$ cat src/rtl/mem_stage.sv
// rtl/mem_stage.sv - pipeline memory-access stage (EX/MEM register, data RAM handshake, MEM-to-WB and forwarding buses)
//
// Optional feature macro: MEM_STAGE_BYPASS_EN
//   defined     : MEM_to_BY_bus carries forwarding information
//   not defined : MEM_to_BY_bus is tied to zero
//
// Ports:
//   clk, reset          clock, synchronous active-high reset
//   EX_to_MEM_valid/bus upstream instruction and payload
//   MEM_allow_in        stage can accept an instruction this cycle
//   MEM_to_WB_valid/bus completed instruction toward write-back
//   WB_allow_in         write-back accepts this cycle
//   MEM_to_BY_bus       {fwd_we, fwd_load_pending, fwd_addr, fwd_data}
//   dram_req/we/addr/wstrb/wdata  data RAM request, held until dram_ack
//   dram_ack            request accepted
//   dram_rvalid/rdata   load response, honoured only while waiting for one

module mem_stage #(
    parameter int EX_BUS_WD = 110,
    parameter int WB_BUS_WD = 108,
    parameter int BY_BUS_WD = 39
) (
    input  logic                 clk,
    input  logic                 reset,
    input  logic                 EX_to_MEM_valid,
    input  logic [EX_BUS_WD-1:0] EX_to_MEM_bus,
    output logic                 MEM_allow_in,
    output logic                 MEM_to_WB_valid,
    output logic [WB_BUS_WD-1:0] MEM_to_WB_bus,
    input  logic                 WB_allow_in,
    output logic [BY_BUS_WD-1:0] MEM_to_BY_bus,
    output logic                 dram_req,
    output logic                 dram_we,
    output logic [31:0]          dram_addr,
    output logic [3:0]           dram_wstrb,
    output logic [31:0]          dram_wdata,
    input  logic                 dram_ack,
    input  logic                 dram_rvalid,
    input  logic [31:0]          dram_rdata
);

    // EX-to-MEM field positions
    localparam int EX_RF_WE   = 109;
    localparam int EX_IS_LOAD = 108;
    localparam int EX_IS_BYTE = 107;
    localparam int EX_MEM_EN  = 106;
    localparam int EX_MEM_WE  = 105;

    typedef enum logic [1:0] {
        EMPTY = 2'd0,
        REQ   = 2'd1,
        WAIT  = 2'd2,
        READY = 2'd3
    } state_t;

    state_t               state;
    logic [EX_BUS_WD-1:0] ex_reg;
    logic [31:0]          rdata_reg;

    logic        r_rf_we;
    logic        r_is_load;
    logic        r_is_byte;
    logic        r_mem_en;
    logic        r_mem_we;
    logic [3:0]  r_b_en;
    logic [31:0] r_st_data;
    logic [4:0]  r_rf_waddr;
    logic [31:0] r_alu_result;
    logic [31:0] r_pc;

    assign r_rf_we      = ex_reg[EX_RF_WE];
    assign r_is_load    = ex_reg[EX_IS_LOAD];
    assign r_is_byte    = ex_reg[EX_IS_BYTE];
    assign r_mem_en     = ex_reg[EX_MEM_EN];
    assign r_mem_we     = ex_reg[EX_MEM_WE];
    assign r_b_en       = ex_reg[104:101];
    assign r_st_data    = ex_reg[100:69];
    assign r_rf_waddr   = ex_reg[68:64];
    assign r_alu_result = ex_reg[63:32];
    assign r_pc         = ex_reg[31:0];

    logic accept;

    // READY hands over to write-back and refills in the same cycle, so a
    // back-to-back instruction sees no bubble.
    assign MEM_allow_in = (state == EMPTY) || ((state == READY) && WB_allow_in);
    assign accept       = EX_to_MEM_valid && MEM_allow_in;

    always_ff @(posedge clk) begin
        if (reset) begin
            state     <= EMPTY;
            ex_reg    <= '0;
            rdata_reg <= '0;
        end else if (accept) begin
            ex_reg    <= EX_to_MEM_bus;
            // Cleared so non-loads carry rdata=0 downstream.
            rdata_reg <= '0;
            state     <= EX_to_MEM_bus[EX_MEM_EN] ? REQ : READY;
        end else begin
            case (state)
                REQ: begin
                    if (dram_ack) begin
                        state <= r_mem_we ? READY : WAIT;
                    end
                end
                WAIT: begin
                    // Responses seen in any other state (e.g. left over from
                    // a request dropped by reset) never reach this branch.
                    if (dram_rvalid) begin
                        rdata_reg <= dram_rdata;
                        state     <= READY;
                    end
                end
                READY: begin
                    if (WB_allow_in) begin
                        state <= EMPTY;
                    end
                end
                default: begin
                end
            endcase
        end
    end

    // RAM request: driven straight from the EX/MEM register, so it stays
    // stable for as long as the FSM sits in REQ.
    assign dram_req   = (state == REQ) && r_mem_en;
    assign dram_we    = r_mem_we;
    assign dram_addr  = r_alu_result;
    assign dram_wstrb = r_mem_we ? (r_is_byte ? r_b_en : 4'b1111) : 4'b0000;
    assign dram_wdata = r_is_byte ? {4{r_st_data[7:0]}} : r_st_data;

    assign MEM_to_WB_valid = (state == READY);
    assign MEM_to_WB_bus   = {r_rf_we, r_is_load, r_is_byte, r_b_en, rdata_reg,
                              r_rf_waddr, r_alu_result, r_pc};

`ifdef MEM_STAGE_BYPASS_EN
    logic        fwd_we;
    logic        fwd_load_pending;
    logic [31:0] fwd_data;

    assign fwd_we           = (state != EMPTY) && r_rf_we && (r_rf_waddr != 5'd0);
    // A load's value is unusable by the bypass unit until it has returned.
    assign fwd_load_pending = fwd_we && r_is_load && (state != READY);
    assign fwd_data         = r_is_load ? rdata_reg : r_alu_result;
    assign MEM_to_BY_bus    = {fwd_we, fwd_load_pending, r_rf_waddr, fwd_data};
`else
    assign MEM_to_BY_bus    = '0;
`endif

endmodule

$ cat config.mk
export PLATFORM = sky130hd
export DESIGN_NAME = mem_stage
export DESIGN_NICKNAME = d
export VERILOG_FILES = /design/src/rtl/mem_stage.sv
export SDC_FILE = /design/constraint.sdc
export NUM_CORES = 1
export LEC_CHECK = 0
export CAP_MARGIN = 15
export CORE_MARGIN = 5
export CORE_UTILIZATION = 40
export CTS_CLUSTER_SIZE = 14
export DETAILED_ROUTE_END_ITERATION = 7
export PLACE_DENSITY = 0.81
export SLEW_MARGIN = 5
export SYNTH_ARGS = -nofsm -noshare
export SYNTH_HDL_FRONTEND = slang
export SYNTH_SLANG_ARGS = --single-unit
export TNS_END_PERCENT = 1
$ cat constraint.sdc
create_clock -name clk -period 1.7 [get_ports clk]
set_clock_uncertainty 0.05 [all_clocks]
set_input_delay 0.17 -clock clk [delete_from_list [all_inputs] [get_ports clk]]
set_output_delay 0.17 -clock clk [all_outputs]
set_load 0.01 [all_outputs]
==> flow_summary.json, run 1 <==
{
  "critPathKind": "flip-flop to primary output",
  "cp_top_family": "buffers and inverters",
  "drt-wirelength-per-cell_um": 16.72,
  "p_int_mw": 8.588,
  "power.total_mw": 13.33,
  "cts.path.max_buffers": 2,
  "max_cap_violations": 0,
  "arrival_ps": 1410,
  "switching_share": 0.3557,
  "portBuffers": 327,
  "finalCriticalPeriod_ps": 1625,
  "synth_area_um2": 6980,
  "yosys_warnings": 0,
  "p_seq_frac": 0.320,
  "grt_pass1_vias": 6361,
  "hold_end": "rdata_reg[2]$_SDFFE_PP0P_",
  "insertion_delay_ps": 410,
  "syn_area_per_cell_um2": 7.834,
  "slew_headroom": 0.6430,
  "dieArea_um2": 20190,
  "p_per_area_nw_per_um2": 1330,
  "endpoint_kind": "primary output",
  "die_x_um": 142.1,
  "nets": 1232,
  "numCtsBuffers": 17,
  "clkPwrFrac": 0.279,
  "max_freq_mhz": 615.3,
  "rr_startpoint": "state[0]$_SDFFE_PP0P_",
  "first_iter_violations": 383,
  "rr_endpoint": "ex_reg[48]$_SDFFE_PP0P_",
  "p_leak_nw": 3.671,
  "core-area_um2": 17240,
  "place_congestion": 0.8934,
  "worstRegToRegCells": 7,
  "synth.largest_area_cell": "dfxtp_1",
  "final_hold_viol_count": 0,
  "rsz0062_at_grt": "yes",
  "drt_first_pass_iters": 5,
  "startpoint_type": "flip-flop",
  "worstHoldPathCells": 3,
  "drc": 0,
  "drive_gt1_frac": 0.08966,
  "peakVddDrop_mv": 0.8693,
  "start_util": 0.4050,
  "cp_slowest_cell": "dfxtp_2",
  "report.final.slew_viol_count": 0,
  "worst-endpoint-required_ps": 1480,
  "crit_path_start": "ex_reg[107]$_SDFFE_PP0P_",
  "grt_antenna_before_repair": 0,
  "rrSetupSlack_ps": 110,
  "grt_pass1_wl_um": 33260,
  "grt_max_degree": 86,
  "grtUsageTotal": 0.2036,
  "finalCritPeriodShare": 0.9560,
  "synth_cells": 891,
  "p_comb_frac": 0.401,
  "crit_chain": "buf_12, nand2_1, o21ai_0, clkdlybuf4s15_1",
  "htreeDepth": 4,
  "setup_viol": 0,
  "routed_via_density": 5.028,
  "antenna_left": 0,
  "synth_top_area_share": 0.4130,
  "area_growth_pct": 43.54,
  "io_pins": 367,
  "synth_area_leaders": "dfxtp_1, buf_4, a21oi_1",
  "clkSinkCount": 144,
  "clk_pin_slew_ps": 60,
  "ys_seq_elements": 144,
  "cts_tree": "built",
  "worstMarginPinSlew_ps": 535.5,
  "vias": 6627,
  "crit_fanout": 30,
  "slowest_delay_ps": 350,
  "cts_root_buf": "clkbuf_16",
  "overflow": 0,
  "utilization": 0.5813,
  "hold_start": "dram_rdata[2]",
  "rows": 48,
  "hp-class": "input port to flip-flop",
  "p_sw_mw": 4.742,
  "status": "completed",
  "dieHeight_um": 142.1,
  "critPathBufInv": 2,
  "synth_cell_type_count": 27,
  "dp_hpwl_um": 15940,
  "diodes": 0,
  "wl_um": 22030,
  "synth_seq_area_share": 0.4130,
  "largest_reg_flops": 110
}
cells in the mapped netlist, drive strengths merged:
| library cell | number |
|---|---|
| o311ai | 1 |
| clkbuf | 37 |
| a21oi | 143 |
| mux2 | 1 |
| and2 | 2 |
| nand2b | 2 |
| conb | 1 |
| nor2b | 1 |
| a311o | 1 |
| a41oi | 1 |
| inv | 33 |
| o211a | 1 |
| a32o | 1 |
| nand3 | 112 |
| o21ai | 136 |
| nand2 | 74 |
| buf | 192 |
| ha | 4 |
| dfxtp | 144 |
| a21boi | 4 |
what timing repair did:
action	4_1_cts	5_1_grt
endpoints found under the setup margin	33	35
hold buffers	1	0
gates resized for setup	52	49
setup buffers	0	1
endpoints found under the hold margin	1	0
pin swaps	0	2
how the worst max path moves through the flow:
| stage | to | slack (ps) | cells after the start |
|---|---|---|---|
| floorplan | state[0]$_SDFFE_PP0P_ | 90 | 4 |
| global placement | state[1]$_SDFFE_PP0P_ | -50 | 7 |
| detailed placement | state[0]$_SDFFE_PP0P_ | -40 | 5 |
| CTS | MEM_allow_in | -120 | 4 |
| global route | dram_wdata[8] | -40 | 4 |
| finish | dram_wdata[30] | 70 | 4 |
layout by cell type (no fill, tap or decap), types with 2 or more instances in the layout:
master,instances
a21boi_0,4
a21oi_1,142
and2_1,2
buf_12,10
buf_2,3
buf_4,25
clkbuf_16,17
clkbuf_2,15
clkbuf_8,3
clkdlybuf4s15_1,8
clkdlybuf4s50_1,291
clkinv_4,3
clkinvlp_4,3
conb_1,39
dfxtp_1,140
dfxtp_2,3
dlygate4sd2_1,6
ha_1,2
ha_2,2
inv_1,31
inv_6,5
nand2_1,73
nand2b_1,2
nand3_1,112
o21ai_0,95
o21ai_1,40
worst min-delay path: cells and delay by family:
kind / cells / cell delay (ps)
buffers and inverters: 1 / 390
and+or+nand+nor: 1 / 50
AOI/OAI and AO/OA: 1 / 50
final cells by class:
class                           instances  area [µm²]
Multi-Input combinational cell        523        2574
Timing Repair Buffer                  361        3557
Inverter                               33       127.6
Tap cell                              225       281.5
Sequential cell                       144        2890
Clock inverter                         12       122.6
Clock buffer                           20       466.7
Fill cell                            1560        7217
cell families (layout without fill, tap and decap cells):
| logic type | after synthesis | in the layout | synth area share |
|---|---|---|---|
| mux | 1 | 1 | 0.001613 |
| simple gates | 191 | 191 | 0.1246 |
| flops | 144 | 144 | 0.4130 |
| compound gates | 288 | 288 | 0.2133 |
| fa+ha+maj | 4 | 4 | 0.007170 |
| other cells | 1 | 39 | 0.0005372 |
| buf+inv | 262 | 426 | 0.2398 |
per-layer routing:
layer  wire, µm  global-route usage  up-vias
li1           -                   -     3195
met1       8379              0.2268     3079
met2      10950              0.3580      313
met3       2102             0.07493       40
met4        601             0.06970        0
met5          0                   0        -
power by group through the flow:
stage | Sequential (mW) | Combinational, mW | Clock, mW
2_1_floorplan | 4.27 | 3.59 | 0
3_3_place_gp | 4.30 | 5.39 | 0
3_5_place_dp | 4.34 | 5.46 | 0
4_1_cts | 4.27 | 5.38 | 3.80
5_1_grt | 4.34 | 5.78 | 3.96
6_report | 4.26 | 5.35 | 3.71
per-stage QoR:
step / cells / hold slack, ps / instance area, µm² / TNS (ps) / worst slack, ps
after global placement: 1284 / 390.6 / 9492 / -776.1 / -48.96
after floorplan: 929 / 255.0 / 7123 / 0 / 94.40
after CTS: 1317 / 230.8 / 10060 / -134.3 / -123.5
final: 1318 / 251.8 / 10020 / 0 / 74.74
after global routing: 1318 / 240.5 / 10020 / -144.8 / -37.43
after detailed placement: 1284 / 397.0 / 9492 / -1186 / -41.99
(Power assumes the default switching activity.)
==> run 2, diff against run 1 <==
--- a/config.mk
+++ b/config.mk
@@ -7,10 +7,10 @@
 export LEC_CHECK = 0
 export CAP_MARGIN = 15
 export CORE_MARGIN = 5
-export CORE_UTILIZATION = 40
+export CORE_UTILIZATION = 36
 export CTS_CLUSTER_SIZE = 14
 export DETAILED_ROUTE_END_ITERATION = 7
-export PLACE_DENSITY = 0.81
+export PLACE_DENSITY = 0.77
 export SLEW_MARGIN = 5
 export SYNTH_ARGS = -nofsm -noshare
 export SYNTH_HDL_FRONTEND = slang
==> constraint.sdc (replaced) <==
create_clock -name clk -period 1.4 [get_ports clk]
set_clock_uncertainty 0.05 [all_clocks]
set_input_delay 0.14 -clock clk [delete_from_list [all_inputs] [get_ports clk]]
set_output_delay 0.14 -clock clk [all_outputs]
set_load 0.01 [all_outputs]
==> run 2 against run 1 <==
The flow now finishes with violations (setup timing). Sequential share of layout area shrank 0.55 points. Combinational power grew 32%. Via count shrank 0.50%. Clock power grew 30%. Worst hold slack lost 190 ps. Power grew 28%. Global-route usage shrank 1.9 points. Cell count grew 3.9%. Design area grew 2.1%. First-iteration DRC count shrank 21%.
==> flow_summary.json, run 2 (synthesized netlist as in run 1, its figures left out) <==
{
  "status": "finished with violations",
  "violations": "setup timing",
  "worst-endpoint-required_ps": 1210,
  "hold_end": "state[0]$_SDFFE_PP0P_",
  "grtUsageTotal": 0.1846,
  "start_util": 0.3622,
  "finalSetupTns_ps": -20340,
  "diodes": 0,
  "p_per_area_nw_per_um2": 1667,
  "crit_fanout": 6,
  "final_common_cell": "dlygate4sd2_1",
  "largest_reg_flops": 110,
  "crit_chain": "inv_2, ha_4, a21oi_4, inv_4, buf_6",
  "startpoint_type": "flip-flop",
  "clkSinkCount": 144,
  "dieArea_um2": 22280,
  "max_freq_mhz": 629.9,
  "worstRegToRegCells": 8,
  "endpoint_kind": "primary output",
  "setup_viol": 169,
  "nets": 1243,
  "drive_gt1_frac": 0.1304,
  "htreeDepth": 4,
  "worstHoldPathCells": 3,
  "numCtsBuffers": 17,
  "slowest_delay_ps": 380,
  "drt_first_pass_iters": 5,
  "place_worst_setup_slack_ps": -281.4,
  "worstMarginPinSlew_ps": 543.2,
  "clk_pin_slew_ps": 60,
  "place_congestion": 0.8172,
  "p_leak_nw": 4.482,
  "first_iter_violations": 302,
  "area_growth_pct": 46.57,
  "dp.cells": 1333,
  "portBuffers": 327,
  "core-area_um2": 19270,
  "overflow": 0,
  "cts_tree": "built",
  "peakVddDrop_mv": 0.9145,
  "hp-class": "input port to flip-flop",
  "rrSetupSlack_ps": -180,
  "routed_via_density": 4.817,
  "final_hold_viol_count": 0,
  "drt-wirelength-per-cell_um": 16.57,
  "wl_um": 22690,
  "drc": 0,
  "rsz0062_at_grt": "yes",
  "report.final.slew_viol_count": 0,
  "antenna_left": 0,
  "hold_start": "reset",
  "cts.path.max_buffers": 2,
  "rows": 51,
  "vias": 6594,
  "insertion_delay_ps": 420,
  "dp_hpwl_um": 15940,
  "rr_startpoint": "state[1]$_SDFFE_PP0P_",
  "cts_hold_buf": 0,
  "grt_antenna_before_repair": 0,
  "slew_headroom": 0.6379,
  "grt_pass1_wl_um": 33030,
  "num-fill-cells": 1843,
  "worst_slack_ps": -187.5,
  "die_x_um": 149.3,
  "io_pins": 367,
  "cts_root_buf": "clkbuf_16",
  "cp_slowest_cell": "dfxtp_4",
  "max_cap_violations": 0,
  "finalCritPeriodShare": 1.134,
  "fin_cells": 1369,
  "dieHeight_um": 149.3,
  "finalCriticalPeriod_ps": 1588,
  "grt_max_degree": 64,
  "rr_endpoint": "ex_reg[54]$_SDFFE_PP0P_",
  "arrival_ps": 1400,
  "grt_pass1_vias": 6211,
  "critPathKind": "flip-flop to primary output",
  "layout_common_cells": "dlygate4sd2_1, clkdlybuf4s50_1, dfxtp_1, a21oi_1, nand3_1"
}
## run 2: cell types whose count changed in the layout (fill, tap and decap cells not counted), moves of 5 or more
cell,change
o21ai_0,-26
nand2_1,-7
clkdlybuf4s50_1,-146
a21oi_1,-6
o21ai_1,+22
buf_6,+11
buf_2,+23
a21oi_2,+6
dlygate4sd2_1,+141
clkdlybuf4s15_1,-5
clkbuf_2,-15
## run 2: worst max-delay path by stage
| stage | slack [ps] | cells after the start | to | from |
|---|---|---|---|---|
| 2_1_floorplan | 20 | 8 | ex_reg[0]$_SDFFE_PP0P_ | state[1]$_SDFFE_PP0P_ |
| 3_5_place_dp | -280 | 6 | ex_reg[63]$_SDFFE_PP0P_ | WB_allow_in |
| 3_3_place_gp | -220 | 6 | ex_reg[61]$_SDFFE_PP0P_ | WB_allow_in |
| 4_1_cts | -210 | 4 | dram_wdata[20] | ex_reg[107]$_SDFFE_PP0P_ |
| 6_report | -190 | 5 | MEM_allow_in | state[1]$_SDFFE_PP0P_ |
| 5_1_grt | -240 | 8 | ex_reg[56]$_SDFFE_PP0P_ | state[0]$_SDFFE_PP0P_ |
## run 2: what timing repair did
| item | 4_1_cts | 5_1_grt |
|---|---|---|
| setup buffers | 1 | 0 |
| pin swaps | 76 | 7 |
| resized for setup | 320 | 49 |
| setup endpoints to repair | 323 | 177 |
| cloned | 0 | 3 |
## run 2: metal layers
| metal | vias up | track usage | routed length (µm) |
|---|---|---|---|
| li1 | 3218 | - | - |
| met1 | 3050 | 0.2195 | 9044 |
| met2 | 300 | 0.3123 | 11080 |
| met3 | 26 | 0.06533 | 2227 |
| met4 | 0 | 0.05858 | 330 |
| met5 | - | 0 | 0 |
## run 2: area by class of cell
cell class	instances	area (µm²)	area share
tap	265	331.6	0.03241
clock inverter	11	153.9	0.01504
inverter	33	130.1	0.01272
clock buffer	21	471.7	0.04610
sequential	144	2895	0.2830
timing repair buffer	372	3537	0.3457
multi-input combinational	523	2711	0.2650
## run 2: where the power goes
group          internal [mW]  leakage (nW)  switching (mW)
Clock                   2.97         0.299            1.83
Sequential              4.79          1.18           0.408
Combinational           3.20          3.00            3.85
## run 2: critical path, delay by kind of cell, from the launching register on
family | cells | cell delay [ps]
adders and majority gates | 1 | 160
buffers and inverters | 3 | 290
DFF | 1 | 380
AOI/OAI and AO/OA | 1 | 160
## run 2: stage by stage
step / hold slack, ps / util / instance area (µm²) / total power, mW
6_report: 66.27 / 0.5309 / 10230 / 17.05
5_1_grt: 78.30 / 0.5309 / 10230 / 17.99
4_1_cts: 58.80 / 0.5230 / 10080 / 16.66
3_5_place_dp: 396.4 / 0.5012 / 9658 / 12.16
3_3_place_gp: 390.3 / 0.5012 / 9658 / 12.02
2_1_floorplan: 213.9 / - / 7159 / 9.635
==> run 3, diff against run 2 <==
--- a/config.mk
+++ b/config.mk
@@ -15,4 +15,3 @@
 export SYNTH_ARGS = -nofsm -noshare
 export SYNTH_HDL_FRONTEND = slang
 export SYNTH_SLANG_ARGS = --single-unit
-export TNS_END_PERCENT = 1
==> run 3 against run 2 <==
The flow still finishes with violations (setup timing). Register-to-register slack about the same. Die area stayed put. Via count increased by 3.9%. Critical endpoint is now dram_wdata[26]. Highest routed layer unchanged.
==> flow_summary.json, run 3 (synthesized netlist as in run 1, its figures left out) <==
{
  "status": "finished with violations",
  "violations": "setup timing",
  "hp-class": "input port to flip-flop",
  "grt_antenna_before_repair": 0,
  "slowest_delay_ps": 430,
  "peakVddDrop_mv": 0.8671,
  "cp_common_cell": "buf_6",
  "p_comb_frac": 0.480,
  "fin_cells": 1392,
  "routed.top_layer": "met4",
  "wl_met3_um": 2361,
  "p_per_area_nw_per_um2": 1768,
  "portBuffers": 327,
  "first_iter_violations": 333,
  "setup_viol": 175,
  "dp_hpwl_um": 15940,
  "drt-wirelength-per-cell_um": 18.04,
  "dieArea_um2": 22280,
  "largest_reg_flops": 110,
  "io_pins": 367,
  "final_common_cell": "dlygate4sd2_1",
  "critPathKind": "flip-flop to primary output",
  "hold_start": "reset",
  "worstHoldPathCells": 3,
  "cp_slowest_cell": "dfxtp_4",
  "multi_input_area_um2": 3013,
  "startpoint_type": "flip-flop",
  "report.final.slew_viol_count": 0,
  "final_hold_viol_count": 0,
  "dp.cells": 1333,
  "routed_via_density": 4.920,
  "core-area_um2": 19270,
  "antenna_left": 0,
  "cts_tree": "built",
  "grtUsageTotal": 0.1982,
  "rr_startpoint": "state[1]$_SDFFE_PP0P_",
  "cts.path.max_buffers": 2,
  "clk_pin_slew_ps": 60,
  "rrSetupSlack_ps": -170,
  "numCtsBuffers": 17,
  "drive_gt1_frac": 0.1996,
  "vias": 6848,
  "place_worst_setup_slack_ps": -281.4,
  "overflow": 0,
  "grt_pass1_wl_um": 35070,
  "num-fill-cells": 1756,
  "cts_hold_buf": 0,
  "m1WireLength_um": 9949,
  "rows": 51,
  "rsz0062_at_grt": "yes",
  "place_area_um2": 9658,
  "p_leak_nw": 4.754,
  "dr_wl_met2_um": 12290,
  "cts_root_buf": "clkbuf_16",
  "worst-endpoint-required_ps": 1210,
  "area_growth_pct": 57.48,
  "endpoint_kind": "primary output",
  "dieHeight_um": 149.3,
  "power.total_mw": 19.44,
  "worst_slack_ps": -192.6,
  "worstRegToRegCells": 8,
  "hold_end": "state[0]$_SDFFE_PP0P_",
  "p_int_mw": 12.37,
  "insertion_delay_ps": 420,
  "clkPwrFrac": 0.249,
  "max_cap_violations": 0,
  "drc": 0,
  "worstMarginPinSlew_ps": 625.5,
  "clkSinkCount": 144,
  "crit_chain": "buf_8, buf_6, nand2_4, o21ai_2, buf_6",
  "p_sw_mw": 7.061,
  "finalCritPeriodShare": 1.138,
  "finalSetupTns_ps": -22050,
  "utilization": 0.5704,
  "register_area_um2": 2895,
  "max_freq_mhz": 627.9,
  "diodes": 0,
  "place_congestion": 0.8172,
  "stdcell_area_um2": 10990,
  "p_seq_frac": 0.271,
  "grt_pass1_vias": 6510,
  "slew_headroom": 0.5830,
  "drt_first_pass_iters": 5,
  "die_x_um": 149.3,
  "rr_endpoint": "rdata_reg[1]$_SDFFE_PP0P_",
  "finalCriticalPeriod_ps": 1593,
  "start_util": 0.3622,
  "htreeDepth": 4,
  "hold_ws_ps": 58.86,
  "switching_share": 0.3633,
  "nets": 1266,
  "crit_fanout": 7,
  "grt_max_degree": 64,
  "wl_um": 25110,
  "arrival_ps": 1400,
  "layout_common_cells": "dlygate4sd2_1, clkdlybuf4s50_1, dfxtp_1, a21oi_1, nand3_1"
}
run 3: changes by cell type in the layout (fill, tap and decap cells not counted), moves of 4 or more:
cell / change
o21ai_0: -53
o21ai_1: +30
o21ai_2: +21
a21oi_1: -18
a21oi_2: +18
nand3_1: -17
nand3_2: +17
buf_16: +7
buf_12: +5
buf_6: +5
nand2_2: -5
nand2_8: +5
clkbuf_16: +4
run 3: worst max-delay path by stage:
| stage | slack, ps | depth (start not counted) | end | startpoint |
|---|---|---|---|---|
| 3_5_place_dp | -280 | 6 | ex_reg[63]$_SDFFE_PP0P_ | WB_allow_in |
| 2_1_floorplan | 20 | 8 | ex_reg[0]$_SDFFE_PP0P_ | state[1]$_SDFFE_PP0P_ |
| 5_1_grt | -240 | 8 | ex_reg[83]$_SDFFE_PP0P_ | state[0]$_SDFFE_PP0P_ |
| 6_report | -190 | 5 | dram_wdata[26] | ex_reg[107]$_SDFFE_PP0P_ |
| 3_3_place_gp | -220 | 6 | ex_reg[61]$_SDFFE_PP0P_ | WB_allow_in |
| 4_1_cts | -190 | 5 | MEM_allow_in | state[0]$_SDFFE_PP0P_ |
run 3: metal layers:
layer / GRT usage / vias to the layer above
met5: 0 / -
met4: 0.06865 / 0
met3: 0.06624 / 37
met2: 0.3354 / 302
met1: 0.2355 / 3220
li1: - / 3289
run 3: final cells by class:
cell class | count | share of cell area
well taps | 265 | 0.03016
multi-input cells | 523 | 0.2741
clock inverters | 11 | 0.01400
clock buffers | 21 | 0.04291
repair buffers | 395 | 0.3634
flip-flops and latches | 144 | 0.2634
inverters | 33 | 0.01206
run 3: power groups by stage:
| stage | sequential (mW) | combinational (mW) | clock, mW |
|---|---|---|---|
| final | 5.27 | 9.33 | 4.84 |
| after global routing | 5.35 | 9.89 | 5.12 |
| after CTS | 5.21 | 8.40 | 4.92 |
| after detailed placement | 5.29 | 6.87 | 0 |
| after global placement | 5.26 | 6.77 | 0 |
| after floorplan | 5.22 | 4.42 | 0 |
run 3: repair_timing:
| item | in CTS | in global routing |
|---|---|---|
| gates cloned | 9 | 10 |
| buffers inserted | 8 | 3 |
| pin swaps | 24 | 37 |
| endpoints found under the setup margin | 323 | 177 |
| gates resized for setup | 423 | 100 |
| hold endpoints to repair | 0 | 0 |
run 3: worst max-delay path, delay by kind of cell, from the launching register on:
kind	cells	cell delay [ps]
compound gates	1	80
buf+inv	3	410
flops	1	430
simple gates	1	60
